File: src/rtl/big_split_pkg.sv
// big_split_pkg: shared constants, destination enum and the steering decode
// for the big_split router stage.
package big_split_pkg;

  localparam int W         = 11;           // packet data width
  localparam int CW        = 2;            // network port-select width
  localparam int NUM_NET   = 4;            // network outputs (2**CW)
  localparam int NUM_SLOTS = NUM_NET + 1;  // network outputs plus core

  // Encoding doubles as the slot index: out1..out4 are 0..3, core is 4.
  typedef enum logic [2:0] {
    DEST_OUT1 = 3'd0,
    DEST_OUT2 = 3'd1,
    DEST_OUT3 = 3'd2,
    DEST_OUT4 = 3'd3,
    DEST_CORE = 3'd4
  } dest_t;

  // The port select is still present when routing to the core; it is ignored.
  function automatic dest_t decode_dest(input logic core_ctrl, input logic [CW-1:0] ctrl);
    if (core_ctrl) return DEST_CORE;
    return dest_t'({1'b0, ctrl});
  endfunction

endpackage

File: src/rtl/big_split_slot.sv
// big_split_slot: one-entry output register with a valid/ready drain side.
//   clk_i, rst_ni  clock, async active-low reset
//   load_i, data_i write a new token (must only be asserted when can_load_o)
//   ready_i        consumer ready
//   valid_o        slot FULL
//   data_o         registered slot contents, stable while FULL
//   can_load_o     EMPTY, or FULL and draining this cycle (pass-through refill)
module big_split_slot
  import big_split_pkg::*;
(
  input  logic         clk_i,
  input  logic         rst_ni,
  input  logic         load_i,
  input  logic [W-1:0] data_i,
  input  logic         ready_i,
  output logic         valid_o,
  output logic [W-1:0] data_o,
  output logic         can_load_o
);

  logic         full_q, full_d;
  logic [W-1:0] data_q, data_d;

  assign can_load_o = !full_q || ready_i;
  assign valid_o    = full_q;
  assign data_o     = data_q;

  always_comb begin
    full_d = full_q;
    data_d = data_q;
    if (load_i) begin
      full_d = 1'b1;
      data_d = data_i;
    end else if (ready_i) begin
      full_d = 1'b0;
    end
  end

  always_ff @(posedge clk_i or negedge rst_ni) begin
    if (!rst_ni) begin
      full_q <= 1'b0;
      data_q <= '0;
    end else begin
      full_q <= full_d;
      data_q <= data_d;
    end
  end

endmodule

File: src/rtl/big_split.sv
// big_split: router split stage. Joins a packet token, a network port-select
// token and a core-select token, then steers the packet into one of five
// one-entry output slots (core, out1..out4).
//   CLK, _RESET                      clock, async active-low reset
//   in_data/in_valid/in_ready        packet channel
//   ctrl_data/ctrl_valid/ctrl_ready  network port select (00 -> out1 .. 11 -> out4)
//   core_ctrl/core_ctrl_valid/_ready 1 = core, 0 = network
//   core_out_*                       local core output
//   outN_*                           network outputs, N = 1..4
module big_split
  import big_split_pkg::*;
(
  input  logic          CLK,
  input  logic          _RESET,
  input  logic [W-1:0]  in_data,
  input  logic          in_valid,
  output logic          in_ready,
  input  logic [CW-1:0] ctrl_data,
  input  logic          ctrl_valid,
  output logic          ctrl_ready,
  input  logic          core_ctrl,
  input  logic          core_ctrl_valid,
  output logic          core_ctrl_ready,
  output logic [W-1:0]  core_out_data,
  output logic          core_out_valid,
  input  logic          core_out_ready,
  output logic [W-1:0]  out1_data,
  output logic          out1_valid,
  input  logic          out1_ready,
  output logic [W-1:0]  out2_data,
  output logic          out2_valid,
  input  logic          out2_ready,
  output logic [W-1:0]  out3_data,
  output logic          out3_valid,
  input  logic          out3_ready,
  output logic [W-1:0]  out4_data,
  output logic          out4_valid,
  input  logic          out4_ready
);

  logic [NUM_SLOTS-1:0]        slot_ready, slot_valid, slot_can_load, slot_load, dest_oh;
  logic [NUM_SLOTS-1:0][W-1:0] slot_data;
  dest_t                       dest;
  logic                        join_ok;

  assign slot_ready = {core_out_ready, out4_ready, out3_ready, out2_ready, out1_ready};

  assign dest    = decode_dest(core_ctrl, ctrl_data);
  assign dest_oh = NUM_SLOTS'(1) << dest;

  // Only the addressed slot gates the join, so a stalled output never blocks
  // traffic headed elsewhere. Reset masks the readies so nothing is consumed
  // while _RESET is low.
  assign join_ok = _RESET && in_valid && ctrl_valid && core_ctrl_valid
                   && |(dest_oh & slot_can_load);

  assign slot_load = join_ok ? dest_oh : '0;

  assign in_ready        = join_ok;
  assign ctrl_ready      = join_ok;
  assign core_ctrl_ready = join_ok;

  for (genvar i = 0; i < NUM_SLOTS; i++) begin : g_slot
    big_split_slot u_slot (
      .clk_i      (CLK),
      .rst_ni     (_RESET),
      .load_i     (slot_load[i]),
      .data_i     (in_data),
      .ready_i    (slot_ready[i]),
      .valid_o    (slot_valid[i]),
      .data_o     (slot_data[i]),
      .can_load_o (slot_can_load[i])
    );
  end

  assign out1_valid     = slot_valid[0];
  assign out2_valid     = slot_valid[1];
  assign out3_valid     = slot_valid[2];
  assign out4_valid     = slot_valid[3];
  assign core_out_valid = slot_valid[4];
  assign out1_data      = slot_data[0];
  assign out2_data      = slot_data[1];
  assign out3_data      = slot_data[2];
  assign out4_data      = slot_data[3];
  assign core_out_data  = slot_data[4];

endmodule

File: config.mk
export PLATFORM = sky130hd
export DESIGN_NAME = big_split
export DESIGN_NICKNAME = d
export VERILOG_FILES = /design/src/rtl/big_split_pkg.sv /design/src/rtl/big_split_slot.sv /design/src/rtl/big_split.sv
export SDC_FILE = /design/constraint.sdc
export NUM_CORES = 1
export LEC_CHECK = 0
export BUFFER_PORTS_ARGS = -buffer_cell sky130_fd_sc_hd__buf_2
export CORE_MARGIN = 1
export CORE_UTILIZATION = 45
export CTS_BUF_LIST = sky130_fd_sc_hd__clkbuf_4
export CTS_CLUSTER_DIAMETER = 200
export DETAILED_ROUTE_END_ITERATION = 12
export HOLD_SLACK_MARGIN = 0.12
export PLACE_DENSITY = 0.85
export SYNTH_ARGS = -nofsm -noshare
export SYNTH_HDL_FRONTEND = slang
export SYNTH_HIERARCHICAL = 1
export SYNTH_SLANG_ARGS = --single-unit
File: constraint.sdc
create_clock -name CLK -period 1.59 [get_ports CLK]
set_clock_uncertainty 0.1 [all_clocks]
set_input_delay 0.159 -clock CLK [delete_from_list [all_inputs] [get_ports CLK]]
set_output_delay 0.159 -clock CLK [all_outputs]
set_load 0.01 [all_outputs]
# [Yosys cells after proc, flatten, opt, wreduce, memory -nomap -nowiden]
# Cells that the tools add are included.
# W data, S select, Z words.
[totals] elab_cells=46 reg_bits=60
[op_classes] mux=14 bitwise=1 reduce_logical=20 shifts=1
[op_table] cell="$mux W1" n=11
[op_table] cell="$reduce_bool A2 Y1" n=5
[op_table] cell="$mux W3" n=2
[op_table] cell="$and A5 B5 Y5" n=1
[op_table] cell="$logic_not A1 Y1" n=5
[op_table] cell="$logic_or A1 B1 Y1" n=5
[op_table] cell="$mux W5" n=1
[op_table] cell="$reduce_or A5 Y1" n=1
[op_table] cell="$shl A1 B3 Y5 const A" n=1
[op_table] cell="$logic_and A1 B1 Y1" n=4

# [Depth between registers and ports, before layout]
# Gate-level depths: netlist of the first run.
[logic_depth] word_depth=8 ltp_mapped=5 depth_no_buf=4

# [Hierarchy]
# The synthesis of the first run kept the hierarchy.
[modules_own_cells] mod="big_split_slot" area_per_inst_um2=481.7 instances=5 cells_per_inst=26
[modules_own_cells] mod="big_split" area_per_inst_um2=110.1 instances=1 cells_per_inst=14

# [Worst setup path after synthesis of the first run]
# No wires, ideal clock.
[synth_path] path_type="register to register" startpoint="register g_slot[2].u_slot.full_q" endpoint="register g_slot[2].u_slot.data_q[0]" stages_incl_launch_ff=6 setup_ps=125 n_path_buf=1 slack_ps=-121 period_less_slack_ps=1711 arrival_ps=1486 cell_sequence="dfrtp_1 nand2b_1 nand2_1 nor4_1 buf_6 mux2_4"
[synth_between] elab_chain_len=6
[synth_rtl] element="start, declared" line_no="big_split_slot.sv:21" source="logic full_q, full_d;"
[synth_rtl] element="start signal, assigned" line_no="big_split_slot.sv:44" source="full_q <= full_d;"
[synth_rtl] element="$logic_not A1 Y1" line_no="big_split_slot.sv:24" source="assign can_load_o = !full_q || ready_i;"
[synth_rtl] element="$logic_or A1 B1 Y1" line_no="big_split_slot.sv:24"
[synth_rtl] element="via slot_can_load[2]" line_no="big_split.sv:41" source="logic [NUM_SLOTS-1:0] slot_ready, slot_valid, slot_can_load, slot_load, dest_oh;"
[synth_rtl] element="$and A5 B5 Y5" line_no="big_split.sv:55" source="&& |(dest_oh & slot_can_load);"
[synth_rtl] element="$reduce_or A5 Y1" line_no="big_split.sv:55"
[synth_rtl] element="$logic_and A1 B1 Y1" line_no="big_split.sv:55"
[synth_rtl] element="$mux W5" line_no="big_split.sv:57" source="assign slot_load = join_ok ? dest_oh : '0;"
[synth_rtl] element="via slot_load[2]" line_no="big_split.sv:41"
[synth_rtl] element="end signal, assigned" line_no="big_split_slot.sv:45" source="data_q <= data_d;"
[synth_rtl] element="end, declared" line_no="big_split_slot.sv:22" source="logic [W-1:0] data_q, data_d;"
# The timed path passes the listed nets, and every way through them passes these cells.
# A chain may end at the register's enable or synchronous reset.

# [Final worst setup path of the first run]
[layout_path] startpoint="register g_slot[2].u_slot.full_q" endpoint="output port in_ready"
[layout_between] elab_chain_len=5
[layout_rtl] element="$logic_not A1 Y1" line_no="big_split_slot.sv:24"
[layout_rtl] element="$logic_or A1 B1 Y1" line_no="big_split_slot.sv:24"
[layout_rtl] element="via slot_can_load[2]" line_no="big_split.sv:41"
[layout_rtl] element="$and A5 B5 Y5" line_no="big_split.sv:55"
[layout_rtl] element="$reduce_or A5 Y1" line_no="big_split.sv:55"
[layout_rtl] element="$logic_and A1 B1 Y1" line_no="big_split.sv:55"
[layout_rtl] element="end, declared" line_no="big_split.sv:17" source="output logic in_ready,"
# The timed path passes the listed nets, and every way through them passes these cells.

==> impl_metrics.csv, run 1 <==
group,metric,value,unit
cts,worstSkewPairLatency,0.39,ns
place,portBuffers,86,
final_layout,syn2layout_area_growth,36.6,%
final_layout,diodes,0,
final_layout,nNetsFinal,290,
worst_setup_path,reg2regPathDepth,5,
timing,post-route-min-period,1.90,ns
timing,fin_crit_sh,1.20,
detailed_routing,viasPerCell,4.83,
global_routing,track_usage,0.213,
die,start_util,0.481,
place,place_hpwl,3930,microns
detailed_routing,drc,0,
final_layout,layout_commonest_cell,"buf_2",
final_layout,fillers,391,
synthesis,ys_types,15,
synthesis,netlist_top_cells_area,"dfrtp_1, mux2_4, mux2_2",
global_routing,grt_first_pass_wirelength,9490,microns
global_routing,grt_pass1_vias,1785,
timing,slew_violations,0,
die,die_h,76.8,microns
global_routing,grt_max_degree,61,
worst_setup_path,start_kind,"flip-flop",
timing,setup_slack,-0.312,ns
die,coreArea,5240,sq um
cts,htree_levels,3,
die,die_x,76.8,microns
hold_path,hp-class,"in2reg",
cts,cts_made_buffers,9,
worst_setup_path,critPathMaxStageDelay,0.47,ns
timing,rsz0062_at_grt,"true",
worst_setup_path,cpMostUsedCell,"nand2b_1",
power,p_per_area,1110,nW/um^2
synthesis,syn_area,2520,sq um
worst_setup_path,r2r-start,"g_slot[2].u_slot/valid_o",
synthesis,synth_top_flop_cell,"dfrtp_1",
synthesis,yosysTopAreaCell,"dfrtp_1",
final_layout,final_cell_mix,"buf_2, dfrtp_1, mux2_4",
job,max_cap_viol_count,0,
detailed_routing,wl_per_cell,16.8,microns
cts,cts_tree,"built",
final_layout,drive_above_1_share,0.656,
synthesis,syn-num-nets,168,
synthesis,synth_top_cell_area_share,0.596,
worst_setup_path,worstPathRequired,1.33,ns
power,peakVddDrop,0.669,mV
die,io_pins,87,
final_layout,multiInputGateArea,973,sq um
worst_setup_path,cp_slowest_cell,"mux4_2",
timing,tightest_slew,0.736,ns
synthesis,ys_seq_area_frac,0.596,
worst_setup_path,path_cells,"nand2b_1 -> mux4_2 -> nand2b_1 -> a21oi_2 -> buf_2",
synthesis,synth_edf_count,0,
final_layout,seqCellArea,1500,sq um
hold_path,worstHoldStart,"core_ctrl",
timing,setup_viol,3,
global_routing,grt_overflow,0,
place,routabilityCongestion,0.878,
synthesis,ys_ff_latch,60,
worst_setup_path,cp_max_fo,3,
cts,clk_pin_slew,0.10,ns
detailed_routing,wl,5730,microns
worst_setup_path,cp.arrival,1.64,ns
timing,relSlewSlack,0.509,
timing,setup_tns,-0.931,ns
place,dp_slack,-0.0281,ns
global_routing,antenna_found_initial,0,
synthesis,synth-async-reset-ratio,1.00,
detailed_routing,dr.pass1.iters,4,
place,placed_cells,306,
hold_path,hold_depth,4,
worst_setup_path,rr_endpoint,"g_slot[2].u_slot/data_o[8]",
synthesis,yosys_warnings,6,
worst_setup_path,crit_type,"reg2out",
synthesis,synth_area_per_cell,17.5,sq um
worst_setup_path,critPathCaptureType,"output port",
timing,max_freq,0.526,GHz
power,p_total,3.81,mW
detailed_routing,num_vias,1643,
final_layout,instances_no_fill,340,
detailed_routing,drtIter0Drc,59,
hold_path,worstHoldEndpoint,"g_slot[2].u_slot/valid_o",
detailed_routing,antenna_left,0,
worst_setup_path,rrSetupSlack,0.06,ns
cts,root_buffer,"clkbuf_4",
cts,cts_buffer_depth,2,
status,violations,"setup timing",
status,status,"finished with violations",
die,die_area,5900,sq um
power,leakage,1.83,nW
synthesis,syn_inst,144,
cts,cts.sinks,60,
timing,hold_violations,0,
die,fp-row-count,26,
==> per-stage QoR <==
step                utilization  instance area (sq um)  hold WS, ns
floorplan                     -                   2520       -0.237
global placement          0.591                   3090        0.294
detailed placement        0.591                   3090        0.313
CTS                       0.653                   3420        0.148
global route              0.657                   3440        0.179
finish                    0.657                   3440        0.190
==> state kept, by name, indices dropped and copies added (netlist names) <==
signal,flops
g_slot.u_slot/data_o,55
g_slot.u_slot/valid_o,5
==> worst max-delay path, delay by kind of cell, from the launching register on <==
family / cells / cell delay [ns]
AOI/OAI and AO/OA: 1 / 0.07
buffers and inverters: 1 / 0.14
DFF: 1 / 0.36
muxes: 1 / 0.47
and+or+nand+nor: 2 / 0.20
==> cells in the mapped netlist (2+ instances only) <==
cell	instances
nand2_1	2
dfrtp_1	60
mux2_4	45
buf_4	2
nand2b_1	11
mux2_2	10
nor2_1	2
buf_6	5
==> how the worst max path moves through the flow <==
stage | start | to | slack (ns) | cells past startpoint
after detailed placement | _RESET | g_slot[2].u_slot/data_o[4] | -0.03 | 6
after CTS | g_slot[0].u_slot/valid_o | in_ready | -0.32 | 5
after floorplan | g_slot[2].u_slot/valid_o | g_slot[2].u_slot/data_o[0] | 0.03 | 5
final | g_slot[2].u_slot/valid_o | in_ready | -0.31 | 5
after global placement | _RESET | g_slot[3].u_slot/data_o[8] | 0.06 | 6
after global routing | g_slot[3].u_slot/valid_o | in_ready | -0.43 | 5
==> per-layer routing <==
metal	share of wire	global-route usage
met1	0.44	0.267
met3	0.064	0.0798
met2	0.49	0.344
met5	0	0
met4	0.0054	0.0577
==> logic make-up after synthesis <==
logic type      count (synthesis)  synth area share
flops                          60             0.596
mux                            56             0.322
simple gates                   20            0.0517
buf+inv                         7            0.0283
compound gates                  1           0.00199
==> area by class of cell <==
cell class,count,area share
Sequential cell,60,0.437
Multi-Input combinational cell,77,0.283
Timing Repair Buffer,118,0.212
Tap cell,70,0.0255
Clock inverter,6,0.0233
Clock buffer,9,0.0196
==> report_power, final <==
group | internal [mW] | switching, mW
registers | 1.74 | 0.124
clock network | 0.616 | 0.544
logic | 0.453 | 0.328
total | 2.81 | 0.996
==> timing repair <==
action                                  CTS  global route
gates resized for setup                   1             3
buffers inserted                          1             1
endpoints found under the hold margin   120             0
pin swaps                                 1             1
hold buffers                             17             0
endpoints found under the setup margin    3            11
Note: power is estimated with default switching activity, not from simulation.
==> run 2, diff against run 1 <==
CORE_MARGIN = 4   (was 1)
==> run 2 against run 1 <==
Against the previous run:
- utilization decreased by 0.29 points
- cell area is 0.18% higher
- register-to-register slack got worse by 0.12 ns
- routed wire length up 7.1%
- die area rose by 16%
- maximum frequency shrank 2.2%
- critical path type unchanged
- combinational power grew 2%
- worst hold slack improved by 0.012 ns
- sequential share of layout area down 0.079 points
- largest cell class unchanged
- the flow still finishes with violations (setup timing)
- global-route usage is 3.4 points lower
==> impl_metrics.csv, run 2 (synthesis results as in run 1) <==
group,metric,value,unit
timing,post-route-min-period,1.95,ns
timing,relSlewSlack,0.511,
global_routing,track_usage,0.179,
worst_setup_path,cp_slowest_cell,"mux4_2",
worst_setup_path,cpMostUsedCell,"nand2b_1",
place,place_hpwl,4090,microns
cts,cts_buffer_depth,2,
status,violations,"setup timing",
place,routabilityCongestion,0.761,
die,io_pins,87,
worst_setup_path,critPathMaxStageDelay,0.47,ns
final_layout,largest_register_ff_count,55,
place,portBuffers,86,
worst_setup_path,critPathTopFamily,"multiplexers",
detailed_routing,num_vias,1684,
die,start_util,0.478,
cts,cts_made_buffers,9,
worst_setup_path,crit_type,"reg2out",
power,peakVddDrop,0.556,mV
detailed_routing,antenna_left,0,
timing,setup_tns,-1.67,ns
timing,setup_slack,-0.355,ns
final_layout,syn2layout_area_growth,36.8,%
die,die_x,82.8,microns
detailed_routing,wl,6140,microns
timing,hold_violations,0,
worst_setup_path,critPathBufInv,1,
die,die_h,82.8,microns
final_layout,drive_above_1_share,0.662,
worst_setup_path,cp.arrival,1.69,ns
timing,setup_viol,15,
die,coreArea,5270,sq um
global_routing,antenna_found_initial,0,
job,max_cap_viol_count,0,
final_layout,layout_commonest_cell,"buf_2",
worst_setup_path,rrSetupSlack,-0.06,ns
worst_setup_path,cp_max_fo,3,
timing,slew_violations,0,
worst_setup_path,start_kind,"flip-flop",
final_layout,diodes,0,
cts,htree_levels,3,
final_layout,fillers,401,
detailed_routing,dr.pass1.iters,4,
die,fp-row-count,26,
timing,tightest_slew,0.733,ns
final_layout,final_cell_mix,"buf_2, dfrtp_1, mux2_4",
detailed_routing,viasPerCell,4.92,
status,status,"finished with violations",
cts,cts.sinks,60,
cts,clk_pin_slew,0.09,ns
worst_setup_path,worstPathRequired,1.33,ns
timing,rsz0062_at_grt,"true",
final_layout,nNetsFinal,291,
detailed_routing,drtIter0Drc,70,
power,p_per_area,1020,nW/um^2
cts,worstSkewPairLatency,0.39,ns
worst_setup_path,path_cells,"nand2b_1 -> mux4_2 -> nand2b_1 -> a21oi_2 -> buf_2",
global_routing,grt_first_pass_wirelength,9510,microns
hold_path,hp-class,"in2reg",
die,die_area,6860,sq um
cts,root_buffer,"clkbuf_4",
power,leakage,1.83,nW
detailed_routing,drc,0,
global_routing,grt_overflow,0,
cts,cts_tree,"built",
detailed_routing,wl_per_cell,17.9,microns
timing,max_freq,0.514,GHz
worst_setup_path,critPathCaptureType,"output port",
timing,fin_crit_sh,1.22,
global_routing,grt_max_degree,61,
global_routing,grt_pass1_vias,1838,
timing,whs,0.202,ns
-- run 2: cell types whose count changed in the layout (fill, tap and decap cells not counted), moves of 2 or more --
cell / before / now
bufinv_16: 2 / 0
mux2_2: 9 / 6
buf_4: 13 / 9
buf_6: 1 / 5
mux2_4: 46 / 49
clkinv_2: 1 / 4
-- run 2: worst register-to-register path, stage by stage (launching register included) --
cell and delay (ns):
dfrtp_1 0.40, nand2b_1 0.15, buf_6 0.13, nand2_4 0.05, nor4_4 0.21, buf_6 0.19, mux2_4 0.30
-- run 2: repair_timing --
action,CTS,global route
buffers inserted,2,2
endpoints found under the hold margin,120,0
hold buffers,17,0
pin swaps,1,0
setup endpoints to repair,3,18
gates resized for setup,1,14
-- run 2: per-stage QoR --
step / area, sq um / setup slack [ns] / power [mW] / cells / utilization
final: 3450 / -0.355 / 3.51 / 342 / 0.654
after global routing: 3450 / -0.458 / 3.70 / 342 / 0.654
after CTS: 3380 / -0.298 / 3.54 / 340 / 0.642
after detailed placement: 3090 / 0.00852 / 2.66 / 305 / 0.585
after global placement: 3090 / 0.0395 / 2.63 / 305 / 0.585
after floorplan: 2520 / 0.0275 / 2.29 / 144 / -
-- run 2: layer usage --
metal	track usage	wire [microns]	vias to the layer above
met5	0	0	-
met4	0.0624	73	0
met3	0.0693	411	8
met2	0.286	2980	70
met1	0.220	2670	851
li1	-	-	755
-- run 2: area by class of cell --
cell class              instances  area, sq um  share of cell area
well taps                      70         87.6              0.0254
repair buffers                119          759               0.220
flip-flops and latches         60         1500               0.436
clock inverters                 6         31.3             0.00908
clock buffers                  10         75.1              0.0218
multi-input cells              77          991               0.288
-- run 2: final timing paths --
kind,startpoint,endpoint,cells past startpoint
worst max-delay path,g_slot[2].u_slot/valid_o,ctrl_ready,5
worst min-delay path,core_ctrl,g_slot[2].u_slot/valid_o,4
worst max register to register,g_slot[2].u_slot/valid_o,g_slot[2].u_slot/data_o[10],6
worst min register to register,g_slot[4].u_slot/data_o[8],g_slot[4].u_slot/data_o[8],1
max in group asynchronous,_RESET,g_slot[2].u_slot/data_o[0],3
min in group asynchronous,_RESET,g_slot[0].u_slot/data_o[4],3
-- run 2: report_power, final --
part           internal [mW]  total (mW)  switching [mW]
clock network          0.323       0.848           0.525
registers               1.74        1.87           0.131
logic                  0.459       0.794           0.335
==> run 3, diff against run 2 <==
BUFFER_PORTS_ARGS = -buffer_cell sky130_fd_sc_hd__buf_4   (was -buffer_cell sky130_fd_sc_hd__buf_2)
GPL_ROUTABILITY_DRIVEN = 1   (was default)
==> run 3 against run 2 <==
Against the previous run:
- the flow still finishes with violations (setup timing)
- clock power is 19% higher
- global-route usage is 1.4 points higher
- sequential power hardly changed
- combinational power is 18% higher
- total power is 8.9% higher
- flip-flop and latch count stayed put
- die area stayed put
- setup slack better by 0.050 ns
- via count is 0.30% lower
- final cell count is 0.88% higher
- critical path depth stayed put
- largest power group unchanged
==> impl_metrics.csv, run 3 (synthesis results as in run 1) <==
group,metric,value,unit
final_layout,seqCellArea,1500,sq um
timing,slew_violations,0,
global_routing,grt_first_pass_wirelength,10400,microns
timing,fin_crit_sh,1.19,
power,combPwrFrac,0.244,
cts,cts_buffer_depth,2,
timing,hold_violations,0,
die,fp-row-count,26,
worst_setup_path,worstPathRequired,1.33,ns
die,die_area,6860,sq um
detailed_routing,wl_per_cell,18.6,microns
worst_setup_path,cp_max_fo,3,
final_layout,drive_above_1_share,0.658,
die,coreArea,5270,sq um
timing,setup_slack,-0.305,ns
final_layout,diodes,0,
job,max_cap_viol_count,0,
power,seqPwrFrac,0.493,
hold_path,hp-class,"in2reg",
place,placed_cells,305,
die,die_x,82.8,microns
detailed_routing,dr.pass1.iters,4,
detailed_routing,viasPerCell,4.87,
status,status,"finished with violations",
timing,tightest_slew,0.731,ns
cts,clk_pin_slew,0.10,ns
power,p_per_area,1030,nW/um^2
detailed_routing,antenna_left,0,
detailed_routing,wl,6420,microns
cts,cts_made_buffers,9,
final_layout,syn2layout_area_growth,47.1,%
power,p_switching,1.00,mW
cts,worstSkewPairLatency,0.38,ns
timing,rsz0062_at_grt,"true",
place,dp_slack,0.0248,ns
detailed_routing,num_vias,1679,
power,leakage,1.89,nW
power,clockPowerShare,0.263,
final_layout,layout_commonest_cell,"buf_4",
place,place_hpwl,4380,microns
place,routabilityCongestion,0.772,
global_routing,grt_overflow,0,
power,peakVddDrop,0.533,mV
timing,whs,0.176,ns
global_routing,grt_pass1_vias,1908,
place,placed_area,3300,sq um
power,switching_share,0.261,
die,start_util,0.478,
final_layout,largest_register_ff_count,55,
final_layout,nNetsFinal,295,
worst_setup_path,start_kind,"flip-flop",
global_routing,antenna_found_initial,0,
timing,max_freq,0.528,GHz
cts,cts.sinks,60,
die,die_h,82.8,microns
timing,relSlewSlack,0.513,
status,violations,"setup timing",
cts,root_buffer,"clkbuf_4",
final_layout,multiInputGateArea,991,sq um
worst_setup_path,cp.arrival,1.64,ns
final_layout,instances_no_fill,345,
global_routing,grt_max_degree,61,
cts,htree_levels,3,
final_layout,fillers,368,
timing,setup_viol,14,
timing,post-route-min-period,1.90,ns
detailed_routing,drc,0,
final_layout,final_cell_mix,"buf_4, dfrtp_1, mux2_4",
cts,cts_tree,"built",
worst_setup_path,crit_type,"reg2out",
worst_setup_path,critPathCaptureType,"output port",
global_routing,track_usage,0.192,
detailed_routing,drtIter0Drc,82,
die,io_pins,87,
place,portBuffers,86,
power,intPower,2.83,mW
final_layout,stdcell_area,3700,sq um
## run 3: changes by cell type in the layout (fill, tap and decap cells not counted)
cell,delta
clkinv_1,+2
clkinv_2,-4
buf_4,+91
clkbuf_4,+1
buf_6,-1
clkinvlp_4,-1
bufinv_16,+1
buf_2,-86
## run 3: worst paths after layout
path,depth (start not counted),end,slack (ns),start
setup / recovery,5,core_ctrl_ready,-0.31,g_slot[0].u_slot/valid_o
hold / removal,4,g_slot[2].u_slot/valid_o,0.18,core_ctrl
setup reg to reg,6,g_slot[2].u_slot/data_o[7],-0.03,g_slot[2].u_slot/valid_o
hold reg to reg,1,g_slot[4].u_slot/data_o[7],0.42,g_slot[4].u_slot/data_o[7]
max in group asynchronous,3,g_slot[3].u_slot/valid_o,0.49,_RESET
min in group asynchronous,3,g_slot[3].u_slot/data_o[5],0.42,_RESET
## run 3: area by class of cell
type,count,share of cell area
Sequential cell,60,0.405
Multi-Input combinational cell,77,0.267
Timing Repair Buffer,123,0.270
Tap cell,70,0.0236
Clock inverter,4,0.0111
Clock buffer,11,0.0223
## run 3: critical path, cell delays in order, from the launching register on
cell and delay (ns):
dfrtp_1 0.37, nand2b_1 0.08, mux4_2 0.45, nand2b_1 0.12, a21oi_2 0.09, buf_4 0.15
## run 3: per-stage QoR
step | util | TNS [ns] | total power, mW
floorplan | - | 0 | 2.29
global placement | 0.626 | 0 | 2.77
detailed placement | 0.626 | 0 | 2.81
CTS | 0.690 | -0.898 | 3.85
global route | 0.703 | -2.48 | 4.01
finish | 0.703 | -1.20 | 3.83
## run 3: layer usage
layer | global-route usage | up-vias | share of wire
li1 | - | 760 | -
met1 | 0.243 | 839 | 0.42
met2 | 0.300 | 72 | 0.49
met3 | 0.0792 | 8 | 0.075
met4 | 0.0654 | 0 | 0.014
met5 | 0 | - | 0
## run 3: repair_timing
| item | CTS | global route |
|---|---|---|
| hold buffers | 17 | 0 |
| buffers inserted | 5 | 4 |
| gates resized for setup | 1 | 13 |
| setup endpoints to repair | 3 | 27 |
| pin swaps | 1 | 2 |
| hold endpoints to repair | 120 | 0 |
## run 3: power groups by stage
stage                     sequential (mW)  combinational (mW)  clock (mW)
final                                1.89               0.935        1.01
after global placement               1.91               0.869           0
after detailed placement             1.91               0.901           0
after global routing                 1.91               0.998        1.10
after floorplan                      1.98               0.304           0
after CTS                            1.88               0.930        1.04
